<file path="config.mk">
export PLATFORM = sky130hd
export DESIGN_NAME = if_id_stage
export DESIGN_NICKNAME = d
export VERILOG_FILES = /design/src/rtl/if_id_stage.sv
export SDC_FILE = /design/constraint.sdc
export NUM_CORES = 1
export LEC_CHECK = 0
export BUFFER_PORTS_ARGS = -buffer_cell sky130_fd_sc_hd__buf_4
export CORE_AREA = 2 2 129 131
export DETAILED_ROUTE_END_ITERATION = 7
export DIE_AREA = 0 0 131 133
export MAX_ROUTING_LAYER = met4
export PLACE_DENSITY = 0.86
export SLEW_MARGIN = 0
export SYNTH_ARGS = -nofsm -noshare
export SYNTH_HDL_FRONTEND = slang
export SYNTH_SLANG_ARGS = --single-unit
</file>
<file path="constraint.sdc">
create_clock -name i_clk -period 2.14 [get_ports i_clk]
set_clock_uncertainty 0.05 [all_clocks]
set_input_delay 0.214 -clock i_clk [delete_from_list [all_inputs] [get_ports i_clk]]
set_output_delay 0.214 -clock i_clk [all_outputs]
set_load 0.02 [all_outputs]
</file>
<file path="src/rtl/if_id_stage.sv">
// -----------------------------------------------------------------------------
// if_id_stage
//
// IF/ID pipeline register of the RV32I forwarding pipeline, merged with
// load-use hazard detection and EX-redirect flush generation.
//
// Each cycle the fetched PC, PC+4, instruction and prediction tag are
// captured into the ID stage. A load in EX whose destination feeds the
// instruction in ID holds IF/ID and the PC for one cycle and bubbles ID/EX.
// A redirect resolved in EX replaces the ID contents with a NOP. Two
// saturating counters record stall and redirect cycles.
//
// Ports
//   i_clk, i_rst           clock, synchronous active-high reset
//   i_IF_pc/_pc_four/_inst fetched PC, PC+4 and instruction word
//   i_IF_mispred           fetch-side prediction tag, passed through
//   i_EX_inst              instruction in EX (rd = [11:7])
//   i_EX_rd_wren           EX instruction writes rd
//   i_EX_wb_sel            EX write-back select (2'b00 = load data)
//   i_EX_redirect          EX-resolved redirect, wrong path fetched
//   i_ctr_clr              synchronous clear of both counters
//   o_ID_pc/_pc_four/_inst registered IF/ID contents
//   o_ID_mispred           registered prediction tag
//   o_ID_insn_vld          ID holds a real instruction
//   o_pc_en                PC write enable (combinational)
//   o_ID_EX_flush          ID/EX flush (combinational)
//   o_stall_cnt            load-use stall cycles, saturating
//   o_flush_cnt            redirect cycles, saturating
// -----------------------------------------------------------------------------
module if_id_stage (
    input  logic        i_clk,
    input  logic        i_rst,
    input  logic [31:0] i_IF_pc,
    input  logic [31:0] i_IF_pc_four,
    input  logic [31:0] i_IF_inst,
    input  logic        i_IF_mispred,
    input  logic [31:0] i_EX_inst,
    input  logic        i_EX_rd_wren,
    input  logic [1:0]  i_EX_wb_sel,
    input  logic        i_EX_redirect,
    input  logic        i_ctr_clr,
    output logic [31:0] o_ID_pc,
    output logic [31:0] o_ID_pc_four,
    output logic [31:0] o_ID_inst,
    output logic        o_ID_mispred,
    output logic        o_ID_insn_vld,
    output logic        o_pc_en,
    output logic        o_ID_EX_flush,
    output logic [31:0] o_stall_cnt,
    output logic [31:0] o_flush_cnt
);

    localparam logic [1:0]  WB_SEL_LSU = 2'b00;
    localparam logic [31:0] NOP_INST   = 32'h0000_0013;

    localparam logic [6:0] OP_LUI    = 7'b0110111;
    localparam logic [6:0] OP_AUIPC  = 7'b0010111;
    localparam logic [6:0] OP_JAL    = 7'b1101111;
    localparam logic [6:0] OP_REG    = 7'b0110011;
    localparam logic [6:0] OP_STORE  = 7'b0100011;
    localparam logic [6:0] OP_BRANCH = 7'b1100011;

    typedef enum logic {
        RUN   = 1'b0,
        STALL = 1'b1
    } state_e;

    state_e      state_q, state_d;
    logic [31:0] pc_q, pc_d;
    logic [31:0] pc_four_q, pc_four_d;
    logic [31:0] inst_q, inst_d;
    logic        mispred_q, mispred_d;
    logic        vld_q, vld_d;
    logic [31:0] stall_cnt_q, stall_cnt_d;
    logic [31:0] flush_cnt_q, flush_cnt_d;

    // -------------------------------------------------------------------------
    // Hazard detection
    // -------------------------------------------------------------------------
    logic [6:0] id_opcode;
    logic [4:0] id_rs1, id_rs2, ex_rd;
    logic       uses_rs1, uses_rs2;
    logic       ex_is_load;
    logic       load_use;

    assign id_opcode = inst_q[6:0];
    assign id_rs1    = inst_q[19:15];
    assign id_rs2    = inst_q[24:20];
    assign ex_rd     = i_EX_inst[11:7];

    assign uses_rs1 = !(id_opcode inside {OP_LUI, OP_AUIPC, OP_JAL});
    assign uses_rs2 =   id_opcode inside {OP_REG, OP_STORE, OP_BRANCH};

    assign ex_is_load = i_EX_rd_wren && (i_EX_wb_sel == WB_SEL_LSU) && (ex_rd != 5'd0);

    // Detection is masked in STALL so one load can cost at most one bubble;
    // the held instruction then moves on while the load result is forwarded.
    assign load_use = (state_q == RUN) && vld_q && ex_is_load &&
                      ((uses_rs1 && (ex_rd == id_rs1)) ||
                       (uses_rs2 && (ex_rd == id_rs2)));

    // -------------------------------------------------------------------------
    // Next-state and control outputs
    // Priority: reset > redirect > load-use > normal.
    // -------------------------------------------------------------------------
    always_comb begin
        // NOTE: every signal assigned here gets a default first so no path
        // leaves it unassigned, which would otherwise infer a latch.
        state_d       = state_q;
        pc_d          = pc_q;
        pc_four_d     = pc_four_q;
        inst_d        = inst_q;
        mispred_d     = mispred_q;
        vld_d         = vld_q;
        o_pc_en       = 1'b1;
        o_ID_EX_flush = 1'b0;

        if (i_rst) begin
            // Register contents are restored by the reset branch of the
            // state register; only the control outputs matter here.
            o_pc_en       = 1'b0;
            o_ID_EX_flush = 1'b1;
        end else if (i_EX_redirect) begin
            pc_d          = 32'd0;
            pc_four_d     = 32'd0;
            inst_d        = NOP_INST;
            mispred_d     = i_IF_mispred;
            vld_d         = 1'b0;
            state_d       = RUN;
            o_pc_en       = 1'b1;
            o_ID_EX_flush = 1'b1;
        end else if (load_use) begin
            state_d       = STALL;
            o_pc_en       = 1'b0;
            o_ID_EX_flush = 1'b1;
        end else begin
            pc_d          = i_IF_pc;
            pc_four_d     = i_IF_pc_four;
            inst_d        = i_IF_inst;
            mispred_d     = i_IF_mispred;
            vld_d         = 1'b1;
            state_d       = RUN;
        end
    end

    // -------------------------------------------------------------------------
    // Saturating performance counters; clear beats a same-cycle increment.
    // -------------------------------------------------------------------------
    always_comb begin
        stall_cnt_d = stall_cnt_q;
        flush_cnt_d = flush_cnt_q;
        if (i_ctr_clr) begin
            stall_cnt_d = 32'd0;
            flush_cnt_d = 32'd0;
        end else begin
            if (load_use && (stall_cnt_q != 32'hFFFF_FFFF)) begin
                stall_cnt_d = stall_cnt_q + 32'd1;
            end
            if (i_EX_redirect && (flush_cnt_q != 32'hFFFF_FFFF)) begin
                flush_cnt_d = flush_cnt_q + 32'd1;
            end
        end
    end

    // -------------------------------------------------------------------------
    // State register
    // -------------------------------------------------------------------------
    always_ff @(posedge i_clk) begin
        // NOTE: sequential state uses non-blocking assignments so every
        // register samples the pre-edge value of its inputs.
        if (i_rst) begin
            state_q     <= RUN;
            pc_q        <= 32'd0;
            pc_four_q   <= 32'd0;
            inst_q      <= NOP_INST;
            mispred_q   <= 1'b0;
            vld_q       <= 1'b0;
            stall_cnt_q <= 32'd0;
            flush_cnt_q <= 32'd0;
        end else begin
            state_q     <= state_d;
            pc_q        <= pc_d;
            pc_four_q   <= pc_four_d;
            inst_q      <= inst_d;
            mispred_q   <= mispred_d;
            vld_q       <= vld_d;
            stall_cnt_q <= stall_cnt_d;
            flush_cnt_q <= flush_cnt_d;
        end
    end

    assign o_ID_pc       = pc_q;
    assign o_ID_pc_four  = pc_four_q;
    assign o_ID_inst     = inst_q;
    assign o_ID_mispred  = mispred_q;
    assign o_ID_insn_vld = vld_q;
    assign o_stall_cnt   = stall_cnt_q;
    assign o_flush_cnt   = flush_cnt_q;

endmodule

</file>
==> flow_metrics.py, run 1 <==
metrics = {
    "clocking": {
        "cts_tree": "done",
        "insertion_delay_ns": 0.43,
        "cts_buffers": 17,
        "htreeDepth": 4,
        "cts_root_buf": "clkbuf_16",
        "clk_path_buf_depth": 2,
        "clkTransAtPathRegs_ns": 0.07,
        "cts_sinks": 163,
    },
    "logic_synthesis": {
        "seq_area_frac_synth": 0.478,
        "syn_area_per_cell_sq_um": 8.14,
        "ys_ff_latch": 163,
        "synth_cell_types": 42,
        "ys_warn_count": 0,
        "synthesis.nets": 976,
        "synthCells": 838,
        "syn_area_sq_um": 6820,
    },
    "sta": {
        "period_minus_slack_ns": 2.47,
        "fmax_mhz": 404,
        "rsz0062_at_grt": "true",
        "fin_hold_ws_ns": 0.0264,
        "slew_violations": 0,
        "setup_viol": 120,
        "setup_ws_ns": -0.335,
        "setup_tns_ns": -15.42,
        "period_share": 1.16,
        "hold_violations": 0,
        "worst_pin_slew_ns": 0.642,
        "slew_headroom": 0.572,
    },
    "placement": {
        "numPortBuffers": 272,
        "dpl_cell_area_sq_um": 9830,
        "dp_cells": 1375,
        "hpwl_um": 15600,
        "pre_cts_slack_ns": -0.339,
        "place.gp.congestion": 0.867,
    },
    "worst_setup_path": {
        "end_kind": "output pin",
        "required_ns": 1.88,
        "cp_max_fo": 3,
        "critPathArrivalTime_ns": 2.21,
        "r2r_cells": 9,
        "crit_path_start_kind": "flop",
        "critPathKind": "flop to output pin",
    },
    "outcome": {
        "outcome": "complete, but fails checks",
        "violations": "setup timing",
    },
    "cells_and_area": {
        "layout-drive-gt1-share": 0.463,
        "area_growth_pct": 85.9,
        "nets": 1431,
        "fin_cells": 1530,
        "fillers": 918,
        "final_area_sq_um": 12700,
    },
    "routing": {
        "drcViolationCount": 0,
        "firstDrtPassIters": 5,
        "ant_nets": 0,
        "routed_wl_um": 30900,
        "drt_iter0_drc": 638,
        "vias": 8503,
        "wl_per_cell_um": 20.2,
        "vias_per_cell": 5.56,
    },
    "hold_path": {
        "holdPathStages": 3,
        "hold_path.class": "input port to flop",
    },
    "global_routing": {
        "antenna_found_initial": 4,
        "grt_overflow": 0,
        "grt_pass1_wl_um": 39700,
        "track_usage": 0.297,
        "grt_pass1_vias": 8099,
        "grt_max_degree": 83,
    },
    "job": {
        "drv_cap": 0,
    },
    "floorplanning": {
        "dieWidth_um": 131,
        "die_h_um": 133,
        "start_util": 0.422,
        "rows": 47,
        "die_area_sq_um": 17400,
        "core_area_sq_um": 16200,
        "ioPinCount": 300,
    },
    "pwr": {
        "leakagePower_uw": 0.00592,
        "powerDensity_nw_per_um2": 570,
        "ir_drop_mv": 0.548,
    },
}
metrics by stage:
| stage | util | power (uW) |
|---|---|---|
| 5_1_grt | 0.784 | 7410 |
| 3_5_place_dp | 0.608 | 3830 |
| 6_report | 0.784 | 7230 |
| 2_1_floorplan | - | 3470 |
| 4_1_cts | 0.717 | 7100 |
| 3_3_place_gp | 0.608 | 3820 |
state kept, by name, indices dropped and copies added, names as in the netlist:
register       cells
o_stall_cnt       32
o_ID_mispred       1
o_ID_insn_vld      1
o_ID_pc_four      32
o_ID_inst         32
o_ID_pc           32
state_q            1
o_flush_cnt       32
layout make-up:
cell class,instances,area (sq um),area share
multi-input combinational,624,4250,0.335
timing repair buffer,483,4250,0.335
sequential,163,3290,0.259
clock buffer,19,453,0.0357
tap,220,275,0.0217
clock inverter,13,149,0.0117
inverter,4,15.0,0.00118
antenna,4,10.0,0.000789
power breakdown:
part	internal, uW	total, uW	switching, uW
combinational	443	874	431
clock	1800	3170	1370
sequential	3100	3180	75.8
critical path: stages (launching register included):
cell	delay, ns
dfxtp_4	0.37
and3_4	0.17
o2111a_2	0.27
nor4_4	0.06
buf_4	0.16
buf_6	0.11
or2_4	0.26
buf_12	0.13
a21oi_4	0.12
buf_6	0.13
timing repair:
item / CTS / global route
cloned: 4 / 4
hold endpoints to repair: 96 / 0
buffers inserted: 6 / 11
hold buffers: 96 / 0
pin swaps: 9 / 119
setup endpoints to repair: 131 / 139
gates resized for setup: 12 / 237
cell usage after synthesis:
cell type,instances,area (sq um)
or4_1,10,75.1
nor4b_2,2,30.0
nor3_1,12,60.1
o21ai_2,1,8.76
buf_6,2,22.5
xor2_1,21,184
nor4_2,3,37.5
and3_1,14,87.6
nand3_1,32,160
o211ai_4,1,21.3
or2_1,1,6.26
buf_2,20,100
nor4b_1,1,8.76
and4_1,4,35.0
nand4_1,23,144
and2_1,8,50.1
o211ai_2,1,12.5
nand2_1,232,871
nor2_1,39,146
mux2i_1,6,60.1
nor3b_1,4,30.0
a21bo_2,1,10.0
or3_1,21,131
o31ai_1,7,52.6
inv_1,4,15.0
ha_1,2,25.0
nor4_4,2,42.5
o211ai_1,1,7.51
buf_4,2,15.0
dfxtp_1,163,3260
a21oi_1,119,596
a31oi_1,1,6.26
xnor2_1,24,210
or4b_2,1,10.0
o2111a_1,1,11.3
clkbuf_1,23,86.3
nor4b_4,1,23.8
o21ai_0,16,80.1
nor2_2,2,12.5
nor4_1,3,18.8
o2111ai_1,5,43.8
or2_2,2,12.5
layout by cell type, fill, tap and decap left out, types with 13 or more instances in the layout:
master,netlist,layout
a21oi_2,0,64
a21oi_1,119,51
nand4_1,23,23
xor2_1,21,20
nand2_4,0,46
nand2_1,232,170
dlygate4sd3_1,0,96
buf_6,2,16
or3_1,21,20
nand2_2,0,16
buf_4,2,347
dfxtp_1,163,154
clkbuf_16,0,20
nor2_1,39,39
o21ai_0,16,13
and3_1,14,13
nand3_1,32,29
xnor2_1,24,23
routing by layer:
| layer | share of wire | GRT usage | vias to the layer above | wire length (um) |
|---|---|---|---|---|
| li1 | - | - | 3790 | - |
| met1 | 0.35 | 0.316 | 4064 | 10900 |
| met2 | 0.51 | 0.505 | 503 | 15800 |
| met3 | 0.079 | 0.0671 | 146 | 2440 |
| met4 | 0.055 | 0.164 | 0 | 1710 |
| met5 | 0 | - | - | 0 |
final timing paths:
path | startpoint | endpoint | slack, ns
setup / recovery | o_ID_inst[3] | o_pc_en | -0.33
hold / removal | i_IF_mispred | o_ID_mispred | 0.03
setup reg to reg | o_ID_inst[3] | o_stall_cnt[21] | -0.32
hold reg to reg | o_ID_inst[11] | o_ID_inst[11] | 0.41
kinds of logic (layout without fill, tap and decap cells):
group | after synthesis | after routing | synth area share
other cells | 0 | 4 | 0
compound gates | 154 | 154 | 0.124
buf+inv | 51 | 519 | 0.0350
flops | 163 | 163 | 0.478
fa+ha+maj | 2 | 2 | 0.00367
simple gates | 417 | 417 | 0.292
mux | 6 | 6 | 0.00880
xor+xnor | 45 | 45 | 0.0578
(Power assumes the default switching activity.)
==> inputs of run 2 (changes only) <==
--- a/config.mk
+++ b/config.mk
@@ -7,8 +7,10 @@
 export LEC_CHECK = 0
 export BUFFER_PORTS_ARGS = -buffer_cell sky130_fd_sc_hd__buf_4
 export CORE_AREA = 2 2 129 131
+export CTS_CLUSTER_SIZE = 12
 export DETAILED_ROUTE_END_ITERATION = 7
 export DIE_AREA = 0 0 131 133
+export HOLD_SLACK_MARGIN = 0.12
 export MAX_ROUTING_LAYER = met4
 export PLACE_DENSITY = 0.86
 export SLEW_MARGIN = 0
==> constraint.sdc (replaced) <==
create_clock -name i_clk -period 2.14 [get_ports i_clk]
set_clock_uncertainty 0.05 [all_clocks]
set_input_delay 0.214 -clock i_clk [delete_from_list [all_inputs] [get_ports i_clk]]
set_output_delay 0.214 -clock i_clk [all_outputs]
set_load 0.01 [all_outputs]
==> flow_metrics.py, run 2 (same netlist as run 1, synthesis figures left out) <==
metrics = {
    "worst_setup_path": {
        "regToRegSetupSlack_ns": -0.46,
        "cp_cell_sequence": "nor4b_4 > o211ai_4 > buf_6 > nor4_4 > or2_4 > buf_6 > clkbuf_16 > clkbuf_16 > nand2_4 > a21oi_2",
        "cpPeakStageDelay_ns": 0.37,
        "required_ns": 2.38,
        "critPathKind": "flop to flop",
        "critPathSlowestCell": "a21oi_2",
        "cp_max_fo": 8,
        "end_kind": "flop",
        "critPathArrivalTime_ns": 2.84,
        "crit_path_start_kind": "flop",
        "cp_num_buf_inv": 4,
        "crit_family": "simple AND/OR/NAND/NOR gates",
    },
    "routing": {
        "drcViolationCount": 0,
        "wl_per_cell_um": 22.3,
        "vias_per_cell": 5.73,
        "drt_iter0_drc": 703,
        "ant_nets": 0,
        "vias": 8843,
        "firstDrtPassIters": 5,
        "routed_wl_um": 34400,
    },
    "global_routing": {
        "use_met3": 0.0639,
        "grt_pass1_vias": 8062,
        "use_met2": 0.518,
        "grt_overflow": 0,
        "grtUsageMet1": 0.312,
        "antenna_found_initial": 3,
        "grt_max_degree": 95,
        "grt_pass1_wl_um": 39600,
        "grt.busiest_layer": "met2",
        "track_usage": 0.297,
    },
    "cells_and_area": {
        "layout_commonest_cell": "buf_4",
        "fillers": 910,
        "regArea_sq_um": 3270,
        "multiInputGateArea_sq_um": 4210,
        "layout-drive-gt1-share": 0.472,
        "area_growth_pct": 89.2,
        "nets": 1445,
        "final_cell_mix": "341 x buf_4, 159 x dfxtp_1, 144 x nand2_1",
    },
    "clocking": {
        "cts_root_buf": "clkbuf_16",
        "cts_sinks": 163,
        "cts_tree": "done",
        "clkTransAtPathRegs_ns": 0.08,
        "htreeDepth": 4,
        "cts_buffers": 17,
        "clk_path_buf_depth": 2,
        "insertion_delay_ns": 0.43,
    },
    "pwr": {
        "p_total_uw": 7230,
        "intPower_uw": 5320,
        "p_comb_frac": 0.116,
        "powerDensity_nw_per_um2": 560,
        "p_seq_frac": 0.440,
        "pwr-share-clk": 0.444,
        "p_sw_uw": 1910,
        "sw_frac_of_total": 0.265,
        "leakagePower_uw": 0.00583,
        "ir_drop_mv": 0.543,
    },
    "job": {
        "drv_cap": 0,
    },
    "sta": {
        "hold_violations": 0,
        "slew_violations": 0,
        "setup_viol": 129,
        "period_minus_slack_ns": 2.60,
        "slew_headroom": 0.600,
        "setup_ws_ns": -0.465,
        "rsz0062_at_grt": "true",
        "fmax_mhz": 384,
        "period_share": 1.22,
        "setup_tns_ns": -17.23,
        "worst_pin_slew_ns": 0.599,
    },
    "floorplanning": {
        "die_area_sq_um": 17400,
        "ioPinCount": 300,
        "rows": 47,
        "die_h_um": 133,
        "dieWidth_um": 131,
        "start_util": 0.422,
        "core_area_sq_um": 16200,
    },
    "placement": {
        "numPortBuffers": 272,
        "pre_cts_slack_ns": -0.232,
        "place.gp.congestion": 0.880,
        "hpwl_um": 15400,
    },
    "hold_path": {
        "hold_path.class": "input port to flop",
    },
    "outcome": {
        "outcome": "complete, but fails checks",
        "violations": "setup timing",
    },
}
-- run 2: tightest hold or removal path: cells and delay by family --
family,cells,cell delay (ns)
AO/OA/AOI/OAI,1,0.14
buffers and inverters,2,0.23
AND/OR/NAND/NOR,2,0.10
-- run 2: per-stage QoR --
| stage | util | area, sq um | hold WS, ns | cells |
|---|---|---|---|---|
| 3_3_place_gp | 0.597 | 9660 | 0.382 | 1366 |
| 5_1_grt | 0.798 | 12900 | 0.245 | 1543 |
| 3_5_place_dp | 0.597 | 9660 | 0.392 | 1366 |
| 6_report | 0.798 | 12900 | 0.243 | 1543 |
| 2_1_floorplan | - | 6870 | 0.288 | 838 |
| 4_1_cts | 0.710 | 11500 | 0.156 | 1511 |
-- run 2: routing by layer --
metal / wire length, um / up-vias
li1: - / 3827
met1: 11800 / 4207
met2: 17000 / 587
met3: 3270 / 222
met4: 2400 / 0
met5: 0 / -
-- run 2: area by class of cell --
cell class                      count  share of cell area
Antenna cell                        3            0.000581
Timing Repair Buffer              496               0.352
Tap cell                          220              0.0213
Multi-Input combinational cell    625               0.326
Clock buffer                       17              0.0329
Clock inverter                     15              0.0130
Inverter                            4             0.00116
Sequential cell                   163               0.253
-- run 2: timing repair --
action / CTS / global route
hold endpoints to repair: 103 / 0
pin swaps: 28 / 87
gates resized for setup: 28 / 249
cloned: 0 / 22
endpoints found under the setup margin: 124 / 144
hold buffers: 100 / 0
buffers inserted: 13 / 8
-- run 2: worst paths after layout --
| path | to | cells past startpoint | startpoint |
|---|---|---|---|
| min reg2reg | o_ID_inst[14] | 2 | o_ID_inst[14] |
| min | state_q | 5 | i_EX_wb_sel[1] |
| max | o_ID_pc[10] | 10 | state_q |
| max reg2reg | o_ID_pc[10] | 10 | state_q |
-- run 2: power by group through the flow --
stage               Sequential [uW]  Combinational (uW)  Clock, uW
floorplan                      3260                 162          0
global placement               3220                 538          0
global route                   3190                 873       3350
finish                         3180                 837       3210
detailed placement             3220                 550          0
CTS                            3150                 707       3200
==> inputs of run 3 (changes only) <==
--- a/config.mk
+++ b/config.mk
@@ -12,7 +12,7 @@
 export DIE_AREA = 0 0 131 133
 export HOLD_SLACK_MARGIN = 0.12
 export MAX_ROUTING_LAYER = met4
-export PLACE_DENSITY = 0.86
+export PLACE_DENSITY = 0.75
 export SLEW_MARGIN = 0
 export SYNTH_ARGS = -nofsm -noshare
 export SYNTH_HDL_FRONTEND = slang
==> flow_metrics.py, run 3 (same netlist as run 1, synthesis figures left out) <==
metrics = {
    "pwr": {
        "sw_frac_of_total": 0.240,
        "p_seq_frac": 0.449,
        "p_sw_uw": 1690,
        "pwr-share-clk": 0.440,
        "powerDensity_nw_per_um2": 574,
        "ir_drop_mv": 0.535,
        "p_comb_frac": 0.111,
        "leakagePower_uw": 0.00532,
        "intPower_uw": 5340,
    },
    "clocking": {
        "cts_root_buf": "clkbuf_16",
        "cts_buffers": 17,
        "insertion_delay_ns": 0.43,
        "cts_sinks": 163,
        "htreeDepth": 4,
        "clkTransAtPathRegs_ns": 0.07,
        "cts_tree": "done",
        "clk_path_buf_depth": 2,
    },
    "worst_setup_path": {
        "r2r_cells": 12,
        "crit_path_start_kind": "flop",
        "timing.rr.start": "o_ID_inst[3]",
        "end_kind": "flop",
        "cp_max_fo": 5,
        "cp_cell_sequence": "buf_6 > nor3b_4 > buf_4 > nand4_1 > nor4_2 > buf_4 > nor2_4 > buf_6 > buf_6 > buf_4 > or3_1 > a21oi_1",
        "critPathArrivalTime_ns": 2.63,
        "r2r_end": "o_stall_cnt[14]",
        "regToRegSetupSlack_ns": -0.20,
        "required_ns": 2.43,
        "critPathKind": "flop to flop",
        "critPathSlowestCell": "dfxtp_4",
        "cpPeakStageDelay_ns": 0.36,
    },
    "global_routing": {
        "grt_pass1_vias": 7597,
        "grt_overflow": 0,
        "use_met2": 0.453,
        "antenna_found_initial": 0,
        "use_met3": 0.0586,
        "track_usage": 0.270,
        "grt_pass1_wl_um": 36500,
        "grt_max_degree": 95,
        "grtUsageMet1": 0.302,
        "grt.busiest_layer": "met2",
    },
    "floorplanning": {
        "rows": 47,
        "die_h_um": 133,
        "start_util": 0.422,
        "die_area_sq_um": 17400,
        "ioPinCount": 300,
        "core_area_sq_um": 16200,
        "dieWidth_um": 131,
    },
    "cells_and_area": {
        "final_area_sq_um": 12200,
        "area_growth_pct": 79.4,
        "antenna_cells": 0,
        "nets": 1444,
        "final_cell_mix": "356 x buf_4, 218 x nand2_1, 158 x dfxtp_1",
        "layout_commonest_cell": "buf_4",
        "layout-drive-gt1-share": 0.393,
    },
    "hold_path": {
        "min-delay-start": "o_ID_pc[12]",
        "holdPathStages": 2,
        "hold_path.class": "flop to flop",
        "holdPathEnd": "o_ID_pc[12]",
    },
    "job": {
        "drv_cap": 0,
    },
    "sta": {
        "worst_pin_slew_ns": 0.621,
        "setup_viol": 55,
        "setup_tns_ns": -3.04,
        "slew_violations": 0,
        "hold_violations": 0,
        "fmax_mhz": 428,
        "slew_headroom": 0.586,
        "rsz0062_at_grt": "true",
        "period_share": 1.09,
        "period_minus_slack_ns": 2.34,
        "setup_ws_ns": -0.197,
    },
    "placement": {
        "numPortBuffers": 272,
        "hpwl_um": 15300,
        "dpl_cell_area_sq_um": 9730,
        "place.gp.congestion": 0.861,
    },
    "routing": {
        "ant_nets": 0,
        "vias": 8014,
        "routed_wl_um": 25800,
        "vias_per_cell": 5.21,
        "drt_iter0_drc": 478,
        "drcViolationCount": 0,
        "wl_per_cell_um": 16.8,
        "firstDrtPassIters": 5,
    },
    "outcome": {
        "violations": "setup timing",
        "outcome": "complete, but fails checks",
    },
}
run 3: cell types whose count changed in the layout (fill, tap and decap cells not counted), sizes merged:
cell         before  now
buf             381  389
clkbuf           32   25
diode             3    0
inv              12    9
dlygate4sd3     100  101
run 3: worst max path at each step:
stage / startpoint / to / slack (ns) / cells past startpoint
floorplan: o_ID_inst[6] / o_pc_en / -0.01 / 8
global placement: i_EX_inst[8] / o_ID_inst[6] / -0.21 / 10
detailed placement: i_EX_inst[8] / o_ID_pc[28] / -0.25 / 10
CTS: o_ID_inst[3] / o_ID_EX_flush / -0.18 / 10
global route: o_ID_inst[3] / o_stall_cnt[14] / -0.27 / 12
finish: o_ID_inst[3] / o_stall_cnt[14] / -0.20 / 12
run 3: worst max-delay path, delay by kind of cell (launching register included):
kind                   cells  cell delay [ns]
buffers and inverters      6             0.80
AO/OA/AOI/OAI              1             0.16
flip-flops                 1             0.36
AND/OR/NAND/NOR            5             0.90
run 3: timing repair:
| item | 4_1_cts | 5_1_grt |
|---|---|---|
| hold endpoints to repair | 105 | 0 |
| setup endpoints to repair | 25 | 132 |
| setup buffers | 11 | 12 |
| pin swaps | 25 | 37 |
| resized for setup | 23 | 111 |
| hold buffers | 101 | 0 |
| cloned | 1 | 7 |
run 3: power groups by stage:
stage | Combinational [uW] | Sequential, uW | Clock [uW]
4_1_cts | 722 | 3150 | 3130
5_1_grt | 826 | 3160 | 3260
2_1_floorplan | 162 | 3260 | 0
3_5_place_dp | 561 | 3220 | 0
6_report | 780 | 3160 | 3090
3_3_place_gp | 554 | 3220 | 0
run 3: final cells by class:
class / count / area, sq um
tap: 220 / 275
fill: 1053 / 3930
timing repair buffer: 495 / 4280
multi-input combinational: 625 / 3800
clock buffer: 20 / 447
clock inverter: 12 / 146
sequential: 163 / 3270
inverter: 4 / 15.0
run 3: metal layers:
metal  vias up  wire length, um
met5         -                0
met4         0             1140
met3       101             1600
met2       322            13000
met1      3770            10100
li1       3821                -
run 3: through the flow:
| step | setup WS [ns] | hold WS (ns) | util | power (uW) | instances |
|---|---|---|---|---|---|
| after floorplan | -0.0148 | 0.288 | - | 3420 | 838 |
| after global placement | -0.210 | 0.376 | 0.602 | 3770 | 1376 |
| after detailed placement | -0.249 | 0.383 | 0.602 | 3780 | 1376 |
| after CTS | -0.177 | 0.406 | 0.714 | 7010 | 1521 |
| after global routing | -0.267 | 0.418 | 0.757 | 7250 | 1539 |
| final | -0.197 | 0.407 | 0.757 | 7030 | 1539 |
